$ cat config.mk
export PLATFORM = sky130hd
export DESIGN_NAME = fixed_mac_arbiter
export DESIGN_NICKNAME = d
export VERILOG_FILES = /design/src/rtl/fixed_mac_arbiter.sv
export SDC_FILE = /design/constraint.sdc
export NUM_CORES = 1
export LEC_CHECK = 0
export CAP_MARGIN = 20
export CELL_PAD_IN_SITES_DETAIL_PLACEMENT = 2
export CELL_PAD_IN_SITES_GLOBAL_PLACEMENT = 2
export CORE_MARGIN = 2
export CORE_UTILIZATION = 33
export CTS_CLUSTER_SIZE = 30
export DETAILED_ROUTE_END_ITERATION = 7
export DONT_BUFFER_PORTS = 1
export GPL_TIMING_DRIVEN = 0
export PLACE_DENSITY_LB_ADDON = 0.1
export SETUP_SLACK_MARGIN = 0.02
export SKIP_LAST_GASP = 1
export SLEW_MARGIN = 15
export SYNTH_ARGS = -nofsm -noshare
export SYNTH_HDL_FRONTEND = slang
export SYNTH_SLANG_ARGS = --single-unit
$ cat constraint.sdc
create_clock -name clk -period 1.9 [get_ports clk]
set_input_delay 0.19 -clock clk [delete_from_list [all_inputs] [get_ports clk]]
set_output_delay 0.19 -clock clk [all_outputs]
set_load 0.01 [all_outputs]
$ cat src/rtl/fixed_mac_arbiter.sv
// Round-robin arbiter sharing one fixed_mac between N_REQ packet requesters.
// Optional DRAIN watchdog enabled by defining FIXED_MAC_ARB_TIMEOUT_EN.
module fixed_mac_arbiter #(
  parameter int unsigned N_REQ       = 4,
  parameter int unsigned ID_W        = 2,
  parameter int unsigned WA          = 12,
  parameter int unsigned WB          = 8,
  parameter int unsigned WOUT        = 45,
  parameter int unsigned CNT_W       = 16,
  parameter int unsigned TIMEOUT_CYC = 255
) (
  input  logic                   clk,
  input  logic                   reset_n,
  input  logic [N_REQ*WA-1:0]    req_a_data,
  input  logic [N_REQ*WB-1:0]    req_b_data,
  input  logic [N_REQ-1:0]       req_valid,
  input  logic [N_REQ-1:0]       req_last,
  output logic [N_REQ-1:0]       req_ready,
  output logic [WA-1:0]          mac_a_data,
  output logic [WB-1:0]          mac_b_data,
  output logic                   mac_a_valid,
  output logic                   mac_b_valid,
  output logic                   mac_a_last,
  output logic                   mac_b_last,
  input  logic                   mac_a_ready,
  input  logic                   mac_b_ready,
  input  logic [WOUT-1:0]        mac_out_data,
  input  logic                   mac_out_valid,
  input  logic                   mac_overflow,
  input  logic                   mac_underflow,
  output logic                   mac_out_ready,
  output logic [WOUT-1:0]        resp_data,
  output logic [ID_W-1:0]        resp_id,
  output logic [CNT_W-1:0]       resp_beats,
  output logic                   resp_ovf,
  output logic                   resp_unf,
  output logic                   resp_error,
  output logic                   resp_valid,
  input  logic                   resp_ready,
  output logic                   busy
);

  if (N_REQ < 2 || N_REQ > 8 || (1 << ID_W) < N_REQ || TIMEOUT_CYC < 1) begin : g_param_err
    $error("fixed_mac_arbiter: illegal parameter combination");
  end

  typedef enum logic [1:0] {StIdle, StStream, StDrain, StResp} state_e;

  state_e           r_state;
  state_e           w_state_d;
  logic [ID_W-1:0]  r_grant;
  logic [ID_W-1:0]  r_rr_ptr;
  logic [ID_W-1:0]  w_pick;
  logic             w_any;
  logic [CNT_W-1:0] r_beats;
  logic [WOUT-1:0]  r_resp_data;
  logic             r_ovf;
  logic             r_unf;
  logic             w_g_valid;
  logic             w_g_last;
  logic             w_mac_rdy;
  logic             w_beat;
  logic [ID_W-1:0]  w_ptr_next;

  // First requester at or after rr_ptr; iterate downwards so the smallest offset wins.
  always_comb begin
    w_pick = r_rr_ptr;
    w_any  = 1'b0;
    for (int k = int'(N_REQ) - 1; k >= 0; k--) begin
      if (req_valid[(int'(r_rr_ptr) + k) % int'(N_REQ)]) begin
        w_pick = ID_W'((int'(r_rr_ptr) + k) % int'(N_REQ));
        w_any  = 1'b1;
      end
    end
  end

  assign w_g_valid  = req_valid[r_grant];
  assign w_g_last   = req_last[r_grant];
  assign w_mac_rdy  = mac_a_ready & mac_b_ready;
  assign w_beat     = (r_state == StStream) & w_g_valid & w_mac_rdy;
  assign w_ptr_next = (r_grant == ID_W'(N_REQ - 1)) ? '0 : r_grant + ID_W'(1);

`ifdef FIXED_MAC_ARB_TIMEOUT_EN
  localparam int unsigned WD_W = (TIMEOUT_CYC < 2) ? 1 : $clog2(TIMEOUT_CYC);

  logic [WD_W-1:0] r_wd_cnt;
  logic            w_wd_expire;
  logic            r_err;

  assign w_wd_expire = (r_wd_cnt == WD_W'(TIMEOUT_CYC - 1));
  assign resp_error  = r_err;

  // Counter sits at zero outside DRAIN, so it restarts on every DRAIN entry.
  always_ff @(posedge clk or negedge reset_n) begin
    if (!reset_n) begin
      r_wd_cnt <= '0;
    end else if (r_state != StDrain) begin
      r_wd_cnt <= '0;
    end else if (!w_wd_expire) begin
      r_wd_cnt <= r_wd_cnt + WD_W'(1);
    end
  end
`else
  assign resp_error = 1'b0;
`endif

  always_comb begin
    w_state_d     = r_state;
    req_ready     = '0;
    mac_a_data    = '0;
    mac_b_data    = '0;
    mac_a_valid   = 1'b0;
    mac_b_valid   = 1'b0;
    mac_a_last    = 1'b0;
    mac_b_last    = 1'b0;
    mac_out_ready = 1'b0;
    resp_valid    = 1'b0;
    unique case (r_state)
      StIdle: begin
        if (w_any) w_state_d = StStream;
      end
      StStream: begin
        mac_a_data         = req_a_data[r_grant*WA +: WA];
        mac_b_data         = req_b_data[r_grant*WB +: WB];
        mac_a_valid        = w_g_valid;
        mac_b_valid        = w_g_valid;
        mac_a_last         = w_g_last;
        mac_b_last         = w_g_last;
        req_ready[r_grant] = w_mac_rdy;
        if (w_beat && w_g_last) w_state_d = StDrain;
      end
      StDrain: begin
        mac_out_ready = 1'b1;
        if (mac_out_valid) begin
          w_state_d = StResp;
        end
`ifdef FIXED_MAC_ARB_TIMEOUT_EN
        else if (w_wd_expire) begin
          w_state_d = StResp;
        end
`endif
      end
      StResp: begin
        resp_valid = 1'b1;
        if (resp_ready) w_state_d = StIdle;
      end
      default: w_state_d = StIdle;
    endcase
  end

  always_ff @(posedge clk or negedge reset_n) begin
    if (!reset_n) begin
      r_state     <= StIdle;
      r_grant     <= '0;
      r_rr_ptr    <= '0;
      r_beats     <= '0;
      r_resp_data <= '0;
      r_ovf       <= 1'b0;
      r_unf       <= 1'b0;
`ifdef FIXED_MAC_ARB_TIMEOUT_EN
      r_err       <= 1'b0;
`endif
    end else begin
      r_state <= w_state_d;
      case (r_state)
        StIdle: begin
          if (w_any) r_grant <= w_pick;
        end
        StStream: begin
          if (w_beat && (r_beats != '1)) r_beats <= r_beats + CNT_W'(1);
        end
        StDrain: begin
          if (mac_out_valid) begin
            r_resp_data <= mac_out_data;
            r_ovf       <= mac_overflow;
            r_unf       <= mac_underflow;
`ifdef FIXED_MAC_ARB_TIMEOUT_EN
            r_err       <= 1'b0;
          end else if (w_wd_expire) begin
            r_resp_data <= '0;
            r_ovf       <= 1'b0;
            r_unf       <= 1'b0;
            r_err       <= 1'b1;
`endif
          end
        end
        StResp: begin
          if (resp_ready) begin
            r_rr_ptr <= w_ptr_next;
            r_beats  <= '0;
          end
        end
        default: ;
      endcase
    end
  end

  assign resp_data  = r_resp_data;
  assign resp_id    = r_grant;
  assign resp_beats = r_beats;
  assign resp_ovf   = r_ovf;
  assign resp_unf   = r_unf;
  assign busy       = (r_state != StIdle);

endmodule

Word-level counts from Yosys, hierarchy flattened
Cells that the tools add are included.
- register bits after elaboration: 69
- bits of input ports: 141
- output and inout bits: 97
- eq/ne operators: 10
- multipliers: 1
- shift operators: 2
- bitwise logic cells: 7
- order comparisons: 6
- mux-type cells: 41
- reduce and logical (&&, ||, !) cells: 14
- add/subtract/negate cells: 5
- operators with widths (operator ; number):
    indexed part select 48 x 7 -> 12 bit ; 1
    two-way mux 16 bit ; 2
    case mux 16 bit (2 select lines) ; 1
    indexed part select 32 x 6 -> 8 bit ; 1
    two-way mux 1 bit ; 18
    two-way mux 2 bit ; 9
    adder 16 x 1 -> 16 bit, second input constant ; 1
    != test 16 bit, second input constant ; 1
    binary-select mux 1 bit (select 2 bit) ; 6
    < comparator 3 x 4 -> 1 bit, second input constant ; 3
    two-way mux 12 bit ; 1
    two-way mux 8 bit ; 1
    case mux 2 bit (4 select lines) ; 1
    equality test 2 bit, second input constant ; 3
    < comparator 2 x 3 -> 1 bit, second input constant ; 2
    != test 2 bit, second input constant ; 3
    AND reduction 2 bit ; 3
    OR reduction 2 bit ; 3
    adder 2 x 1 -> 2 bit, second input constant ; 2
    adder 2 bit, second input constant ; 2
    AND 4 bit ; 1
    multiplier 2 x 2 -> 4 bit, second input constant ; 1
    two-way mux 4 bit ; 1
    != test 2 x 1 -> 1 bit, second input constant ; 2
    other kinds (10) ; 17

Depth between registers and ports, before layout
- depth in word-level cells: 12
- depth in mapped cells: 9
- depth with buffers taken out: 7

Worst setup path before layout
No wires, ideal clock.
- path type: register to register
- from: register r_state[1]
- to: register r_beats[7] (netlist: resp_beats[7])
- cell stages (with the launch flop): 9
- period minus slack after synthesis: 2.002 ns
- arrival: 1.925 ns
- data required time: 1.823 ns
- path slack: -0.102 ns
- cells stage by stage: dfrtp_1 > inv_1 > ha_1 > and3_2 > nand2_2 > a2bb2oi_2 > buf_6 > or4_1 > a21oi_1
- word-level cells in the longest chain between the ends: 6
- elaborated cells on any way between the ends: 10
- those cells by class: eq/ne (4); mux (1); bitwise (2); reduce/logical (3)
- RTL lines (element ; line ; source):
    start, declared ; 49 ; state_e r_state;
    start signal, assigned ; 153 ; r_state <= StIdle;
    start signal, assigned ; 164 ; r_state <= w_state_d;
    equality test 2 x 1 -> 1 bit ; 80, 165 ;
    AND 1 bit (2 in a row) ; 80 ; assign w_beat = (r_state == StStream) & w_g_valid & w_mac_rdy;
    logical AND 1 bit ; 170 ; if (w_beat && (r_beats != '1)) r_beats <= r_beats + CNT_W'(1);
    != test 2 x 1 -> 1 bit (no source line) ; n/a ;
    AND reduction 3 bit (no source line) ; n/a ;
    end signal, assigned ; 170 ;
    end, declared ; 55 ; logic [CNT_W-1:0] r_beats;
Parallel ways exist; a longest one is shown, timed or not.
A chain may end at the register's enable or synchronous reset.

Final worst setup path
- from: register r_grant[0] (netlist: resp_id[0])
- to: register r_beats[7] (netlist: resp_beats[7])
- word-level cells in the longest chain between the ends: 7
- RTL lines (element ; line ; source):
    start, declared ; 51 ; logic [ID_W-1:0] r_grant;
    start signal, assigned ; 167 ; if (w_any) r_grant <= w_pick;
    binary-select mux 1 bit (select 2 bit) ; 77 ; assign w_g_valid = req_valid[r_grant];
    two-way mux 1 bit (not written as such) ; 77 ;
    AND 1 bit (2 in a row) ; 80 ;
    logical AND 1 bit ; 170 ;
    != test 2 x 1 -> 1 bit (no source line) ; n/a ;
    AND reduction 3 bit (no source line) ; n/a ;
Every way passes these cells. The select of a mux whose other input is x is not followed.

==> run summary <==
Clk pin slew, worst setup/hold paths - 0.06 ns
Clock power share - 0.225
Internal power - 5.16 mW
Top_reg_cell synth - dfrtp_1
Die Wd - 113 µm
Reg power frac - 0.355
Synth Warn # - 0
Clock latency on the worst-skew pair - 0.34 ns
Multi-input logic area - 0.00223 mm²
Max-Cap Viols - 0
Comb pwr share - 0.420
Vias per cell - 5.54
Netlist cell types - 40
Syn nets - 467
Global-route wire length before repair - 19.9 mm
Clk sinks - 69
Crit Path Category - register to register
Critical path destination - resp_beats[7]
Largest net degree at the start of global routing - 70
Num ports - 238
DIE AREA - 0.0127 mm²
R2R Path End - resp_beats[7]
TritonCTS Buffers - 9
Core area - 0.0115 mm²
Lkg Pwr - 2.16 nW
Type of the worst min-delay path - input port to register
FF-to-FF Start - resp_id[0]
Mapped Area - 0.00390 mm²
Fmax - 460 MHz
Slew Viols, Final - 0
Max VDD drop - 811 µV
Grt ovf - 0
CP startpoint kind - register
NetSw - 3.03 mW
Fin crit share - 1.14
PortBufs - 0
GRT Util Overall - 0.202
Status - finished with violations
Post-DP HPWL - 8.52 mm
Crit path max fanout - 5
Nature of the critical path endpoint - register
Layout cell share with drive strength beyond 1 - 0.464
Clock root cell - clkbuf_16
Most frequent cells in the layout - dfrtp_1 (59), mux2_2 (49), dlygate4sd3_1 (46)
#FFs+latches synth - 69
Post-synth EDFFs - 0
Syn_area_per_cell - 12.4 µm²
Async SR Flop Fraction - 1.00
Sequential cell area - 0.00174 mm²
Largest stage delay on the critical path - 0.46 ns
Crit. Startpoint - resp_id[0]
Final number of setup-violating endpoints - 42
Worst path arrival time - 2.41 ns
Final worst slack - -0.273 ns
P&R area growth vs syn - 38.1%
Worst Reg-to-Reg Cells - 7
Seq/Total Area, Yosys - 0.442
DRT antenna net count - 0
Most common cell after layout, fill and taps aside - dfrtp_1
Routed WL - 12.9 mm
Max clock buf depth - 2
RSZ-0062 raised after global routing - yes
Fin Setup TNS - -5.15 ns
Pwr per Cell Area - 1520 mW/mm²
Post-DR wirelength/cell - 23.6 µm
Initial antenna violation count - 0
Fin. Hold Viols - 0
CTS tree - built
Fin nets - 547
RD Place Congestion - 0.758
Initial Utilization - 0.341
Vias in the first global route - 3,398
Crit path required time - 2.14 ns
Number of core rows - 39
Failing checks - negative setup slack
Flop2flop setup slack - -0.27 ns
Mapped Cells - 316
Final min period - 2.17 ns
DRC - 0
Cells along the critical path - buf_6, mux4_2, nand2_4, a2bb2oi_4, buf_2, or4_1, a21oi_1
Die outline height - 113 µm
CP max-delay cell - dfrtp_2
Switching fraction of total power - 0.370
DR vias - 3,012
Fill cells - 1,125
Clock Skew - 0.00492 ns
Inserted Diodes - 0
WHS - 0.0144 ns
DRT Pass-1 Iters - 4
Iter 0 DRT Violations - 55
H-tree Lvls - 3
[final cells by class]
| cell class | instances | area share |
|---|---|---|
| tap | 143 | 0.0332 |
| sequential | 69 | 0.323 |
| clock inverter | 6 | 0.0174 |
| buffer | 20 | 0.0343 |
| clock buffer | 10 | 0.0425 |
| inverter | 9 | 0.00627 |
| multi-input combinational | 217 | 0.414 |
| timing repair buffer | 70 | 0.130 |
[worst max-delay path: cells and delay by family (launching register included)]
family	cells	cell delay, ns
muxes	1	0.39
buffers and inverters	2	0.31
AOI/OAI and AO/OA	2	0.37
and+or+nand+nor	2	0.54
DFF	1	0.46
[worst min-delay path by stage]
stage / from / endpoint / cells after the start
global route: mac_out_data[36] / resp_data[36] / 1
floorplan: reset_n / r_rr_ptr[0] / 0
finish: mac_out_data[36] / resp_data[36] / 1
global placement: reset_n / resp_beats[9] / 0
CTS: mac_out_data[22] / resp_data[22] / 1
detailed placement: reset_n / resp_beats[9] / 0
[layer usage]
layer,part of all wire,global-route usage,routed length (µm)
met1,0.35,0.217,4530
met2,0.54,0.369,6970
met3,0.094,0.0841,1210
met4,0.011,0.0488,139
met5,0,0,0
[sequential cells by signal, indices dropped and copies added (netlist names)]
name / flops
resp_data: 45
resp_beats: 16
r_rr_ptr: 2
r_state: 2
resp_id: 2
resp_ovf: 1
resp_unf: 1
[cells by family (layout without fill, tap and decap cells)]
| logic type | count (synthesis) | count (layout) | synth area share |
|---|---|---|---|
| AOI/OAI and AO/OA | 46 | 46 | 0.0763 |
| other | 1 | 1 | 0.000960 |
| adders and majority gates | 10 | 10 | 0.0320 |
| buffers and inverters | 30 | 115 | 0.0391 |
| DFF | 69 | 69 | 0.442 |
| xor gates and xnor gates | 1 | 1 | 0.00224 |
| muxes | 73 | 73 | 0.275 |
| and+or+nand+nor | 86 | 86 | 0.132 |
[metrics by stage]
stage	area, µm²	std cells	power (mW)	utilization	worst slack (ns)
final	5390	544	8.19	0.470	-0.273
after global routing	5390	544	8.73	0.470	-0.341
after CTS	5290	538	8.13	0.461	-0.213
after detailed placement	4120	459	5.57	0.359	-0.514
after global placement	4120	459	5.48	0.359	-0.481
after floorplan	3940	316	4.89	-	-0.0517
[power by group through the flow]
stage | registers (mW) | logic [mW] | clock network (mW)
3_5_place_dp | 2.90 | 2.68 | 0
6_report | 2.91 | 3.44 | 1.84
4_1_cts | 2.90 | 3.34 | 1.89
5_1_grt | 3.01 | 3.75 | 1.96
2_1_floorplan | 2.70 | 2.20 | 0
3_3_place_gp | 2.89 | 2.59 | 0
[cells in the mapped netlist, types with 2 or more instances]
library cell	number	area (µm²)
ha_1	10	125
nand4_1	6	37.5
or2_2	2	12.5
nor4_1	2	12.5
nor2b_1	2	12.5
o21ai_0	7	35.0
o211ai_1	2	15.0
nor2_1	8	30.0
inv_1	9	33.8
or3_1	3	18.8
o2bb2ai_1	2	17.5
mux4_1	2	52.6
dfrtp_1	69	1730
a22o_1	2	17.5
buf_4	4	30.0
or4_1	10	75.1
clkbuf_1	12	45.0
nand2_1	12	45.0
and4_1	2	17.5
o31ai_1	11	82.6
mux2_2	49	552
nand2b_1	2	12.5
nand3_1	6	30.0
and2_1	26	163
buf_2	2	10.0
mux2i_1	2	20.0
buf_6	3	33.8
a21oi_1	18	90.1
mux4_2	20	450
[repair_timing]
action,CTS,global route
buffers inserted,15,6
gates cloned,2,0
endpoints found under the hold margin,113,1
pin swaps,17,13
hold buffers,46,1
gates resized for setup,69,26
endpoints found under the setup margin,79,75
(Power assumes the default switching activity.)
==> edit 1: new RTL, same settings <==
Re-encode `state_e` (4 states) as one-hot, 4 bits wide.
--- a/src/rtl/fixed_mac_arbiter.sv
+++ b/src/rtl/fixed_mac_arbiter.sv
@@ -44,7 +44,7 @@
     $error("fixed_mac_arbiter: illegal parameter combination");
   end
 
-  typedef enum logic [1:0] {StIdle, StStream, StDrain, StResp} state_e;
+  typedef enum logic [3:0] {StIdle = 4'b0001, StStream = 4'b0010, StDrain = 4'b0100, StResp = 4'b1000} state_e;
 
   state_e           r_state;
   state_e           w_state_d;
Behaviour: no difference found for any inputs over 4 cycles, from zero or initial values and one cycle with reset_n low; so few cycles prove little.
==> edit 1 against the original RTL <==
The flow still finishes with violations (negative setup slack); area after synthesis decreased by 2.4%; clock power up 3%; setup slack worse by 0.77 ps; design area is 4.2% higher; synthesized cell count fell by 0.63%; wire length rose by 5.6%; sequential cell count rose by 2; combinational power fell by 27%; power decreased by 21%; critical path type is now reg2out.
==> edit 1: results <==
set metrics [dict create \
    outcome "complete, but fails checks" \
    violations "negative setup slack" \
    cts.clk_slew.worst_paths_ps 60 \
    h-tree-depth 3 \
    peakVddDrop_uv 701.2 \
    route.vias.total 3045 \
    ff2ff_path_depth 6 \
    skew_ps 11.26 \
    firstDrtPassIters 6 \
    synth_nets 460 \
    antenna_found_initial 1 \
    grt_first_pass_wirelength_mm 20.83 \
    reg2reg_from "r_state[2]" \
    ys_types 39 \
    gp_congestion 0.6931 \
    dpl_cell_area_sq_um 4005 \
    dr.first_iter.drc_count 117 \
    worstHoldEndpoint "resp_data[9]" \
    synthTopCellsByArea "dfrtp_1 (46%), mux2_2 (14%), mux4_2 (13%)" \
    grt_util_all_layers_pct 21.69 \
    cts_buffer_depth 2 \
    maxCapViolCount 0 \
    power_leakage_nw 2.529 \
    grt_pass1_vias 3641 \
    synth_common_cells "dfrtp_1 (70), mux2_2 (47), nor2b_1 (23)" \
    hpwl_mm 8.330 \
    final_nets 545 \
    reg2reg_to "resp_beats[6]" \
    intPower_mw 4.384 \
    pre_cts_ws_ps -686.4 \
    drive_above_1_share_pct 46.53 \
    synthArstFlopShare_pct 100.0 \
    nFillCells 1067 \
    wl_per_cell_um 24.79 \
    grt_max_degree 72 \
    synth-seq-area-share_pct 46.64 \
    hp-class "in2reg" \
    setup_ws_ps -274.1 \
    setup-violations-final 51 \
    arrival_ps 1980 \
    min_from "mac_out_data[9]" \
]
[edit 1: cell types whose count changed after synthesis, sizes merged, moves of 3 or more]
cell / change
nor2b: +21
and2: -20
o21ai: +9
or3: +9
o31ai: -8
or4: -6
ha: -5
nand2: +4
nor4b: +3
o22ai: +3
[edit 1: worst max-delay path by stage]
stage                              from        endpoint  slack, ps  cells after the start
after floorplan              r_state[1]  resp_beats[10]       -180                      7
after global placement    resp_beats[0]  resp_beats[15]       -650                      7
after detailed placement  resp_beats[0]  resp_beats[15]       -690                      7
after CTS                    r_state[2]   resp_beats[6]       -360                      7
after global routing         r_state[2]   resp_beats[6]       -340                      6
final                        r_state[2]   mac_a_data[1]       -270                      5
[edit 1: cell type report]
class,instances,area [sq um],share of cell area [%]
clock buffers,10,239.0,4.254
flip-flops and latches,71,1787,31.80
repair buffers,77,838.3,14.92
plain buffers,18,250.2,4.454
clock inverters,6,91.34,1.626
multi-input cells,212,2193,39.04
inverters,10,37.54,0.6682
diodes,1,2.502,0.04454
well taps,143,178.9,3.185
[edit 1: through the flow]
step | total power [mW] | util, % | setup TNS (ps) | hold WS, ps | std cells
final | 6.430 | 49.41 | -8896 | 15.18 | 548
after global routing | 6.734 | 49.39 | -15690 | 0.6422 | 547
after CTS | 6.402 | 48.19 | -16360 | 0.2048 | 542
after detailed placement | 3.494 | 35.23 | -27910 | -103.9 | 457
after global placement | 3.444 | 35.23 | -26060 | -103.9 | 457
after floorplan | 3.177 | - | -2577 | -105.6 | 314
[edit 1: routing by layer]
layer | global-route usage (%) | vias up | routed length [um]
met3 | 8.764 | 14 | 1064
li1 | - | 1332 | -
met4 | 6.008 | 0 | 176
met5 | 0 | - | 0
met2 | 37.76 | 132 | 7237
met1 | 24.77 | 1567 | 5105
[edit 1: what timing repair did]
| action | CTS | global route |
|---|---|---|
| hold buffers | 45 | 2 |
| pin swaps | 9 | 15 |
| endpoints found under the hold margin | 114 | 2 |
| endpoints found under the setup margin | 96 | 97 |
| setup buffers | 21 | 4 |
| gates resized for setup | 116 | 30 |
| gates cloned | 4 | 3 |
[edit 1: worst max-delay path, stage by stage (launching register included)]
cell	delay [ps]
dfrtp_2	430
or4b_4	580
buf_4	190
clkbuf_16	150
buf_4	140
nor2b_4	140
[edit 1: cells by family after synthesis]
family,synth area share [%]
simple gates,14.24
flops,46.64
mux,26.88
compound gates,6.892
buf+inv,3.610
fa+ha+maj,1.641
other cells,0.09836
[edit 1: power by group through the flow]
stage | clock network, mW | registers, mW | logic [mW]
5_1_grt | 1.99 | 2.07 | 2.68
3_5_place_dp | 0 | 2.01 | 1.48
3_3_place_gp | 0 | 2.01 | 1.44
6_report | 1.89 | 2.03 | 2.51
4_1_cts | 1.92 | 2.02 | 2.46
2_1_floorplan | 0 | 1.94 | 1.24
==> edit 2: new RTL, same settings <==
Made on the original files. The option `FIXED_MAC_ARB_TIMEOUT_EN` is turned on by a define.
--- a/src/rtl/fixed_mac_arbiter.sv
+++ b/src/rtl/fixed_mac_arbiter.sv
@@ -1,5 +1,7 @@
 // Round-robin arbiter sharing one fixed_mac between N_REQ packet requesters.
 // Optional DRAIN watchdog enabled by defining FIXED_MAC_ARB_TIMEOUT_EN.
+`define FIXED_MAC_ARB_TIMEOUT_EN
+
 module fixed_mac_arbiter #(
   parameter int unsigned N_REQ       = 4,
   parameter int unsigned ID_W        = 2,
Behaviour: no difference found for any inputs over 4 cycles, from zero or initial values and one cycle with reset_n low; that may be too few to reach the edited logic, so the function may still have changed.
==> edit 2 against the original RTL <==
The run ends with negative hold slack, negative setup slack left; wire length up 16%; power grew 5.5%; sequential power increased by 7.2%; worst hold slack got worse by 480 ps; non-clock buffer count increased by 12; setup slack better by 76 ps; area after synthesis is 8.9% higher; sequential cell count rose by 9; design area is 7.3% higher; clock power is 9% lower; critical path type is now reg2out.
==> edit 2: results <==
set metrics [dict create \
    outcome "complete, but fails checks" \
    violations "negative hold slack, negative setup slack" \
    slowest_delay_ps 510 \
    synth_nets 519 \
    reg2reg_to "resp_beats[5]" \
    grt_max_degree 79 \
    gp_congestion 0.7319 \
    setup-violations-final 43 \
    synthMuxAreaShare_pct 12.42 \
    holdWs_ps -468.4 \
    finalHoldViolCount 78 \
    hpwl_mm 10.29 \
    fin_cells 632 \
    hp-class "in2async" \
    skew_ps 6.078 \
    wl_per_cell_um 23.55 \
    setup_ws_ps -197.2 \
    crit_slowest_cell "mux4_2" \
    final_nets 606 \
    peakVddDrop_uv 685.9 \
    synth_common_cells "dfrtp_1 (78), a22o_1 (47), and2_1 (31)" \
    worstSetupEndpoint "mac_b_last" \
    ys_types 51 \
    reg2reg_slack_ps -190 \
    grt_util_all_layers_pct 21.31 \
    arrival_ps 1910 \
    dr.first_iter.drc_count 83 \
    worstPathMaxFanout 6 \
    antenna_found_initial 1 \
    drive_above_1_share_pct 32.90 \
    synth-compound-area-share_pct 18.28 \
]
[edit 2: metrics by stage]
step           setup WS (ps)  hold WS [ps]  utilization (%)  power (mW)  TNS (ps)
6_report              -197.2        -468.4            45.86       8.639     -5728
3_3_place_gp          -430.5        -103.9            35.53       5.780    -19240
4_1_cts               -209.4        -476.2            43.93       8.243     -5339
3_5_place_dp          -477.9        -103.6            35.53       5.881    -22890
2_1_floorplan         -2.079        -105.6                -       5.111    -3.952
5_1_grt               -312.1        -479.3            45.86       9.200     -9394
[edit 2: cell type report]
cell class                      count  area [sq um]
Sequential cell                    78          1962
Inverter                           11         48.80
Multi-Input combinational cell    252          2323
Buffer                             24         206.4
Clock buffer                        9         225.2
Clock inverter                      7         57.56
Antenna cell                        1         2.502
Tap cell                          172         215.2
Fill cell                        1301          6833
Timing Repair Buffer               78         745.7
[edit 2: layer usage]
metal	vias up	track usage, %	wire, um
met5	-	0	0
met3	26	6.492	1189
met2	179	38.74	7957
li1	1574	-	-
met1	1807	23.07	5339
met4	0	8.509	397
[edit 2: power by group through the flow]
stage / clock network [mW] / registers [mW] / logic, mW
after floorplan: 0 / 2.90 / 2.21
after global placement: 0 / 3.10 / 2.68
after detailed placement: 0 / 3.09 / 2.79
after CTS: 1.71 / 3.10 / 3.43
after global routing: 1.80 / 3.21 / 4.19
final: 1.68 / 3.12 / 3.84
[edit 2: worst max-delay path, delay by kind of cell, from the launching register on]
| family | cells | cell delay (ps) |
|---|---|---|
| DFF | 1 | 450 |
| buffers and inverters | 3 | 390 |
| muxes | 1 | 510 |
| and+or+nand+nor | 1 | 210 |
[edit 2: repair_timing]
action | in CTS | in global routing
pin swaps | 11 | 11
cloned | 3 | 0
setup buffers | 11 | 18
endpoints found under the setup margin | 98 | 80
resized for setup | 63 | 47
hold endpoints to repair | 125 | 78
